$ cat config.mk
export PLATFORM = sky130hd
export DESIGN_NAME = led_pattern_ctrl
export DESIGN_NICKNAME = d
export VERILOG_FILES = /design/src/rtl/led_pattern_pkg.sv /design/src/rtl/led_tick_gen.sv /design/src/rtl/led_pattern_ctrl.sv
export SDC_FILE = /design/constraint.sdc
export NUM_CORES = 1
export LEC_CHECK = 0
export CORE_MARGIN = 5
export CORE_UTILIZATION = 60
export DETAILED_ROUTE_END_ITERATION = 12
export HOLD_SLACK_MARGIN = 0.03
export PLACE_DENSITY = 0.87
export SYNTH_ARGS = -nofsm -noshare
export SYNTH_HDL_FRONTEND = slang
export SYNTH_SLANG_ARGS = --single-unit
$ cat constraint.sdc
create_clock -name clk_25MHz -period 7.65 [get_ports clk_25MHz]
set_input_delay 1.1475 -clock clk_25MHz [delete_from_list [all_inputs] [get_ports clk_25MHz]]
set_output_delay 1.1475 -clock clk_25MHz [all_outputs]
set_load 0.05 [all_outputs]
$ cat src/rtl/led_pattern_pkg.sv
// led_pattern_pkg: register map, mode encodings and reset defaults for the LED pattern controller
package led_pattern_pkg;

    localparam logic [1:0] ADDR_MODE    = 2'd0;
    localparam logic [1:0] ADDR_PATTERN = 2'd1;
    localparam logic [1:0] ADDR_PERIOD  = 2'd2;
    localparam logic [1:0] ADDR_DUTY    = 2'd3;

    typedef enum logic [1:0] {
        MODE_STATIC = 2'd0,
        MODE_BLINK  = 2'd1,
        MODE_ROTL   = 2'd2,
        MODE_ROTR   = 2'd3
    } mode_t;

    localparam logic [15:0] PERIOD_RST = 16'd500;
    localparam logic [2:0]  MODE_RST   = 3'd0;

endpackage

$ cat src/rtl/led_tick_gen.sv
// led_tick_gen: free-running timebase prescaler plus restartable step counter
module led_tick_gen #(
    parameter int TICK_DIV = 25000
) (
    input  logic        clk_25MHz,
    input  logic        nReset,
    input  logic [15:0] period,
    input  logic        restart,
    output logic        tick,
    output logic        step
);

    localparam int PW = TICK_DIV > 1 ? $clog2(TICK_DIV) : 1;

    logic [PW-1:0] pre;
    logic [15:0]   cnt;
    logic [15:0]   last;

    assign last = (period == 16'd0) ? 16'd0 : period - 16'd1;
    assign tick = pre == PW'(TICK_DIV - 1);
    assign step = tick && !restart && (cnt >= last);

    // prescaler runs continuously and is never restarted by register writes
    always_ff @(posedge clk_25MHz or negedge nReset) begin
        if (!nReset) pre <= '0;
        else         pre <= tick ? '0 : pre + 1'b1;
    end

    // step counter counts ticks up to period-1; a restart clears it and swallows any coincident step
    always_ff @(posedge clk_25MHz or negedge nReset) begin
        if (!nReset)      cnt <= '0;
        else if (restart) cnt <= '0;
        else if (tick)    cnt <= (cnt >= last) ? 16'd0 : cnt + 16'd1;
    end

endmodule

$ cat src/rtl/led_pattern_ctrl.sv
// led_pattern_ctrl: register-driven LED controller with static/blink/rotate modes and PWM brightness
module led_pattern_ctrl
    import led_pattern_pkg::*;
#(
    parameter int N_LED    = 8,
    parameter int TICK_DIV = 25000,
    parameter int PWM_BITS = 4
) (
    input  logic             clk_25MHz,
    input  logic             nReset,
    input  logic             wr_en,
    input  logic [1:0]       wr_addr,
    input  logic [15:0]      wr_data,
    input  logic [1:0]       rd_addr,
    output logic [15:0]      rd_data,
    output logic [N_LED-1:0] LED_out
);

    logic [2:0]          mode_reg;
    logic [N_LED-1:0]    pattern;
    logic [15:0]         period;
    logic [PWM_BITS-1:0] duty;
    logic [PWM_BITS-1:0] pwm_cnt;
    logic [N_LED-1:0]    rot;
    logic [N_LED-1:0]    work;
    logic                phase;
    logic                restart;
    logic                gate;
    logic                step;
    logic                unused_tick;
    logic                unused_bits;
    mode_t               mode;

    assign mode        = mode_t'(mode_reg[1:0]);
    assign restart     = wr_en && (wr_addr != ADDR_DUTY);
    assign unused_bits = ^{wr_data, unused_tick};

    led_tick_gen #(.TICK_DIV(TICK_DIV)) u_tick (
        .clk_25MHz (clk_25MHz),
        .nReset    (nReset),
        .period    (period),
        .restart   (restart),
        .tick      (unused_tick),
        .step      (step)
    );

    // register bank writes; upper data bits beyond each field are dropped
    always_ff @(posedge clk_25MHz or negedge nReset) begin
        if (!nReset) begin
            mode_reg <= MODE_RST;
            pattern  <= '0;
            period   <= PERIOD_RST;
            duty     <= '1;
        end else if (wr_en) begin
            if (wr_addr == ADDR_MODE)    mode_reg <= wr_data[2:0];
            if (wr_addr == ADDR_PATTERN) pattern  <= wr_data[N_LED-1:0];
            if (wr_addr == ADDR_PERIOD)  period   <= wr_data;
            if (wr_addr == ADDR_DUTY)    duty     <= wr_data[PWM_BITS-1:0];
        end
    end

    // registered readback sees pre-write values on a same-cycle read/write
    always_ff @(posedge clk_25MHz or negedge nReset) begin
        if (!nReset) rd_data <= '0;
        else         rd_data <= rd_addr == ADDR_MODE    ? 16'(mode_reg) :
                                rd_addr == ADDR_PATTERN ? 16'(pattern)  :
                                rd_addr == ADDR_PERIOD  ? period        : 16'(duty);
    end

    // animation state: restart reloads from the incoming or current pattern, otherwise advance on step
    always_ff @(posedge clk_25MHz or negedge nReset) begin
        if (!nReset) begin
            phase <= 1'b1;
            rot   <= '0;
        end else if (restart) begin
            phase <= 1'b1;
            rot   <= (wr_addr == ADDR_PATTERN) ? wr_data[N_LED-1:0] : pattern;
        end else if (step) begin
            phase <= ~phase;
            rot   <= mode == MODE_ROTL ? {rot[N_LED-2:0], rot[N_LED-1]} :
                     mode == MODE_ROTR ? {rot[0], rot[N_LED-1:1]}       : rot;
        end
    end

    // brightness counter wraps freely every 2^PWM_BITS clocks
    always_ff @(posedge clk_25MHz or negedge nReset) begin
        if (!nReset) pwm_cnt <= '0;
        else         pwm_cnt <= pwm_cnt + 1'b1;
    end

    // select the working pattern and brightness gate for the current mode
    always_comb begin
        gate = (duty == '1) || (pwm_cnt < duty);
        work = mode == MODE_STATIC ? pattern :
               mode == MODE_BLINK  ? (phase ? pattern : '0) : rot;
    end

    // output register: disabled forces all LEDs off
    always_ff @(posedge clk_25MHz or negedge nReset) begin
        if (!nReset) LED_out <= '0;
        else         LED_out <= mode_reg[2] ? (work & {N_LED{gate}}) : '0;
    end

endmodule
==> flow_summary.ini, run 1 <==
[timing]
setup_viol = 0
fmax_mhz = 246
rsz0062_at_grt = no
worstMarginPinSlew_ns = 0.985
fin_crit_sh = 0.531
fin_skew_ns = 0.00994
hold_violations = 0
slew_viol_final = 0
hold_ws_ns = 0.467
relSlewSlack = 0.338
tns_ns = 0
post-route-min-period_ns = 4.06

[clock_network]
cts-buffers-inserted = 9
cts_resized = 0
cts.sinks = 99
cts_hold_buffers = 0
h-tree-depth = 3
clk_pin_slew_ns = 0.10
clockBufferDepth = 2
clkLatencyLatePin_ns = 0.37
post_cts_buffers = 0
cts_tree = done
cts_root_buffer = clkbuf_8

[drt]
wl_um = 11900
drtPass1Iterations = 5
drtAntennaViolNets = 0
drtIter0Drc = 472
wire_per_inst_um = 18.2
drcViolationCount = 0
num_vias = 4046
routed_via_density = 6.22

[die]
die-area_um2 = 10800
start_util = 0.610
num_rows = 34
die_w_um = 104
die_h_um = 104
io_pins = 47
fp.coreArea_um2 = 8640

[worst_setup_path]
worstSetupPathType = register to register
worstSetupEndpointType = register
path_max_fanout = 8
worst_r2r_endpoint = rot[2]$_DFFE_PN0P_
rrSetupSlack_ns = 3.59
crit_arrival_ns = 4.34
r2r_cells = 11
cp-start-kind = register
rr_startpoint = period[3]$_DFFE_PN0P_
crit_required_ns = 7.93

[synth]
yosys_warnings = 0
synth_seq_cells = 99
yosys.area_share.xor_xnor = 0.0632
yosys.area_share.adder = 0.0570
synth-seq-area-share = 0.473
syn_area_per_cell_um2 = 10.6
syn-num-nets = 543
synth-edff-count = 0
synth_cell_type_count = 57
synth_compound_area_frac = 0.123
synth_mux_area_frac = 0.0943
synth_top_family_by_area = simple AND/OR/NAND/NOR gates
synth_ff_type = dfrtp_1
synth_simple_gate_area_frac = 0.161
synthesis.instances = 496
syn-cell-area_um2 = 5270
async_flop_share = 1.00

[placement]
dp_hpwl_um = 8650
gp_congestion = 0.898
io_buffers = 46

[status]
status = complete, no violations

[power_and_ir_drop]
p_total_w = 0.00139
vdd_drop_max_v = 0.000126
leakagePower_nw = 2.70
p_per_area_nw_per_um2 = 230

[grt]
track_usage = 0.227
grt_pass1_vias = 4038
antenna_found_initial = 0
grt-ovfl-total = 0
grt_max_degree = 52
grt_pass1_wl_um = 20400

[final_layout]
final_common_cell = dfrtp_1
fin_nets = 584
multi_input_area_um2 = 2620
final_cell_mix = dfrtp_1, clkdlybuf4s50_1, nand2_1, nor2_1
n_fill_cell = 630
drive_gt1_frac = 0.116
top_regs = period: 16 flops, rd_data: 16 flops, u_tick.cnt: 16 flops
final-seq-area_um2 = 2490
n_antenna_cell = 0
area_growth_pct = 14.5

[hold_path]
hold_class = register to register
hold_end = u_tick.pre[0]$_DFF_PN0_
hold_start = u_tick.pre[0]$_DFF_PN0_
hold_depth = 1

[flow_run]
maxCapViolations = 0
cell type report:
| cell class | instances | area share |
|---|---|---|
| sequential | 99 | 0.413 |
| timing repair buffer | 49 | 0.0796 |
| clock inverter | 6 | 0.0158 |
| clock buffer | 10 | 0.0228 |
| multi-input combinational | 359 | 0.435 |
| inverter | 19 | 0.0118 |
| tap | 108 | 0.0224 |
cells in the mapped netlist (14+ instances only):
master	n	area, um^2
a21oi_1	22	110
clkbuf_1	14	52.6
dfrtp_1	88	2200
ha_1	24	300
inv_1	18	67.6
mux2_2	23	259
mux2i_1	17	170
nand2_1	41	154
nand3_1	17	85.1
nor2_1	39	146
xnor2_1	14	123
xor2_1	24	210
how the worst max path moves through the flow:
stage                                startpoint            endpoint  slack [ns]
after CTS                 period[3]$_DFFE_PN0P_  rot[5]$_DFFE_PN0P_        3.64
final                     period[3]$_DFFE_PN0P_  rot[2]$_DFFE_PN0P_        3.59
after global routing      period[3]$_DFFE_PN0P_  rot[1]$_DFFE_PN0P_        3.18
after floorplan           period[3]$_DFFE_PN0P_  rot[0]$_DFFE_PN0P_        4.15
after detailed placement  period[3]$_DFFE_PN0P_  rot[5]$_DFFE_PN0P_        3.68
after global placement    period[3]$_DFFE_PN0P_  rot[0]$_DFFE_PN0P_        3.87
where the power goes:
part | internal [W] | switching, W | leakage [nW] | total [W]
clock | 0.000197 | 0.000188 | 0.111 | 0.000385
sequential | 0.000588 | 0.0000747 | 1.21 | 0.000663
combinational | 0.000143 | 0.000198 | 1.39 | 0.000340
kinds of logic after synthesis:
family                     after synthesis
and+or+nand+nor                        162
DFF                                     99
xor gates and xnor gates                38
adders and majority gates               24
muxes                                   43
buffers and inverters                   38
AOI/OAI and AO/OA                       92
through the flow:
step | setup slack (ns) | cells | util | instance area, um^2
finish | 3.59 | 650 | 0.699 | 6030
global route | 3.18 | 650 | 0.699 | 6030
CTS | 3.64 | 650 | 0.699 | 6030
detailed placement | 3.68 | 634 | 0.672 | 5800
global placement | 3.87 | 634 | 0.672 | 5800
floorplan | 4.15 | 496 | - | 5270
per-layer routing:
layer,track usage,up-vias,part of all wire
met5,0,-,0
met4,0.0453,0,0.0087
met3,0.0498,16,0.060
met2,0.365,162,0.48
met1,0.318,1990,0.45
li1,-,1878,-
worst max-delay path, cell delays in order (launching register included):
cell      delay (ns)
dfrtp_1         0.44
or3_1           0.41
nor3_1          0.54
nand3_1         0.20
xnor2_1         0.18
nand2_1         0.07
ha_1            0.34
nand4_1         0.17
or4_1           0.59
a221oi_1        0.34
o311ai_1        0.35
a32oi_1         0.34
Note: power is estimated with default switching activity, not from simulation.
==> run 2, diff against run 1 <==
Settings changed: CORE_UTILIZATION 60 to 52, PLACE_DENSITY 0.87 to 0.8.
Clock period 7.65 ns to 3.66 ns, I/O delays scaled along.
==> flow_summary.ini, run 2 (synthesized netlist as in run 1, its figures left out) <==
[worst_setup_path]
cp-start-kind = register
crit_arrival_ns = 3.76
path_max_fanout = 6
worstSetupEndpointType = register
worstSetupPathType = register to register
r2r_cells = 13
cp_top_family = simple AND/OR/NAND/NOR gates
crit_chain = or3_1, nor3_2, buf_4, nand3_1, xnor2_1, nand2_1, ha_1, nand4_1, or4_4, a221o_1, a41oi_2, buf_6, a32oi_1
cp.depth = 13
cp_num_buf_inv = 2
critPathSlowestCell = or4_4
crit_required_ns = 3.91
cpPeakStageDelay_ns = 0.57

[drt]
drtAntennaViolNets = 0
routed_via_density = 5.94
wire_per_inst_um = 18.5
drtIter0Drc = 312
num_vias = 4081
wl_um = 12700
drtPass1Iterations = 5
drcViolationCount = 0

[power_and_ir_drop]
p_total_w = 0.00282
leakagePower_nw = 2.76
p_seq_frac = 0.489
power.switching_w = 0.000971
power_frac_comb = 0.266
vdd_drop_max_v = 0.000377
p_int_w = 0.00185
swShare = 0.344
power_frac_clock = 0.244
p_per_area_nw_per_um2 = 457

[placement]
place_inst = 666
dp_hpwl_um = 9030
gp_congestion = 0.909
placed_area_um2 = 5880
io_buffers = 46

[clock_network]
h-tree-depth = 3
cts_hold_buffers = 0
cts_tree = done
clkLatencyLatePin_ns = 0.39
cts-buffers-inserted = 9
cts_root_buffer = clkbuf_8
clockBufferDepth = 2
cts.sinks = 99
clk_pin_slew_ns = 0.10

[die]
fp.coreArea_um2 = 9820
io_pins = 47
start_util = 0.536
die_h_um = 111
num_rows = 36
die_w_um = 111
die-area_um2 = 12200

[timing]
relSlewSlack = 0.403
setup_viol = 0
worstMarginPinSlew_ns = 0.893
fin_crit_sh = 0.959
slew_viol_final = 0
fin_skew_ns = 0.0156
tns_ns = 0
fmax_mhz = 285
hold_violations = 0
post-route-min-period_ns = 3.51

[final_layout]
top_regs = period: 16 flops, rd_data: 16 flops, u_tick.cnt: 16 flops
n_antenna_cell = 0
stdcell_area_um2 = 6180
final-seq-area_um2 = 2490
final_common_cell = dfrtp_1
multi_input_area_um2 = 2670
final_cell_mix = dfrtp_1, clkdlybuf4s50_1, nand2_1, nor2_1
n_fill_cell = 802
area_growth_pct = 17.2
fin_nets = 596
layout.cells.non_filler = 687
drive_gt1_frac = 0.152

[grt]
antenna_found_initial = 0
grt_pass1_wl_um = 20600
grt_max_degree = 54
track_usage = 0.207
grt-ovfl-total = 0
grt_pass1_vias = 4063

[flow_run]
maxCapViolations = 0

[hold_path]
hold_class = input port to async pin

[status]
status = complete, no violations
## run 2: cell count changes in the layout (fill, tap and decap cells not counted), sizes merged
cell,change
clkinv,+3
bufinv,-2
buf,+12
clkinvlp,-2
clkbuf,+3
inv,-2
## run 2: layout make-up
| type | count | area share |
|---|---|---|
| Clock buffer | 13 | 0.0274 |
| Timing Repair Buffer | 61 | 0.0942 |
| Sequential cell | 99 | 0.404 |
| Multi-Input combinational cell | 359 | 0.433 |
| Tap cell | 133 | 0.0269 |
| Inverter | 19 | 0.0115 |
| Clock inverter | 3 | 0.00365 |
## run 2: repair_timing
action                     CTS  global route
pin swaps                    0             2
cloned                       0             2
setup endpoints to repair    1            23
resized for setup            1            17
setup buffers                0             3
## run 2: per-layer routing
metal,share of wire,track usage
met5,0,0
met2,0.48,0.326
met4,0.018,0.0673
met3,0.074,0.0711
met1,0.42,0.267
## run 2: worst reg2reg max path, stage by stage, from the launching register on
cell,delay [ns]
dfrtp_2,0.44
or3_1,0.41
nor3_2,0.12
buf_4,0.16
nand3_1,0.09
xnor2_1,0.17
nand2_1,0.07
ha_1,0.30
nand4_1,0.13
or4_4,0.57
a221o_1,0.31
a41oi_2,0.35
buf_6,0.18
a32oi_1,0.06
## run 2: power by group through the flow
stage	sequential, W	combinational [W]	clock, W
after floorplan	0.00148	0.000366	0
after global placement	0.00139	0.000702	0
after detailed placement	0.00139	0.000725	0
after CTS	0.00137	0.000732	0.000706
after global routing	0.00140	0.000817	0.000757
final	0.00138	0.000752	0.000690
## run 2: metrics by stage
step | setup slack, ns | hold slack (ns) | util
floorplan | 0.158 | 0.253 | -
global placement | 0.156 | 0.447 | 0.599
detailed placement | 0.00877 | 0.462 | 0.599
CTS | 0.0607 | 0.204 | 0.620
global route | -0.0779 | 0.232 | 0.629
finish | 0.151 | 0.192 | 0.629
## run 2: worst paths after layout
| check | to | slack, ns | start |
|---|---|---|---|
| worst min-delay path | u_tick.cnt[11]$_DFFE_PN0P_ | 0.19 | nReset |
| worst max register to register | rot[3]$_DFFE_PN0P_ | 0.15 | period[3]$_DFFE_PN0P_ |
| worst min register to register | u_tick.pre[0]$_DFF_PN0_ | 0.47 | u_tick.pre[0]$_DFF_PN0_ |
| worst max-delay path | rot[3]$_DFFE_PN0P_ | 0.15 | period[3]$_DFFE_PN0P_ |
| max in group asynchronous | phase$_DFFE_PN1P_ | 2.63 | nReset |
| min in group clk_25MHz | u_tick.pre[0]$_DFF_PN0_ | 0.47 | u_tick.pre[0]$_DFF_PN0_ |
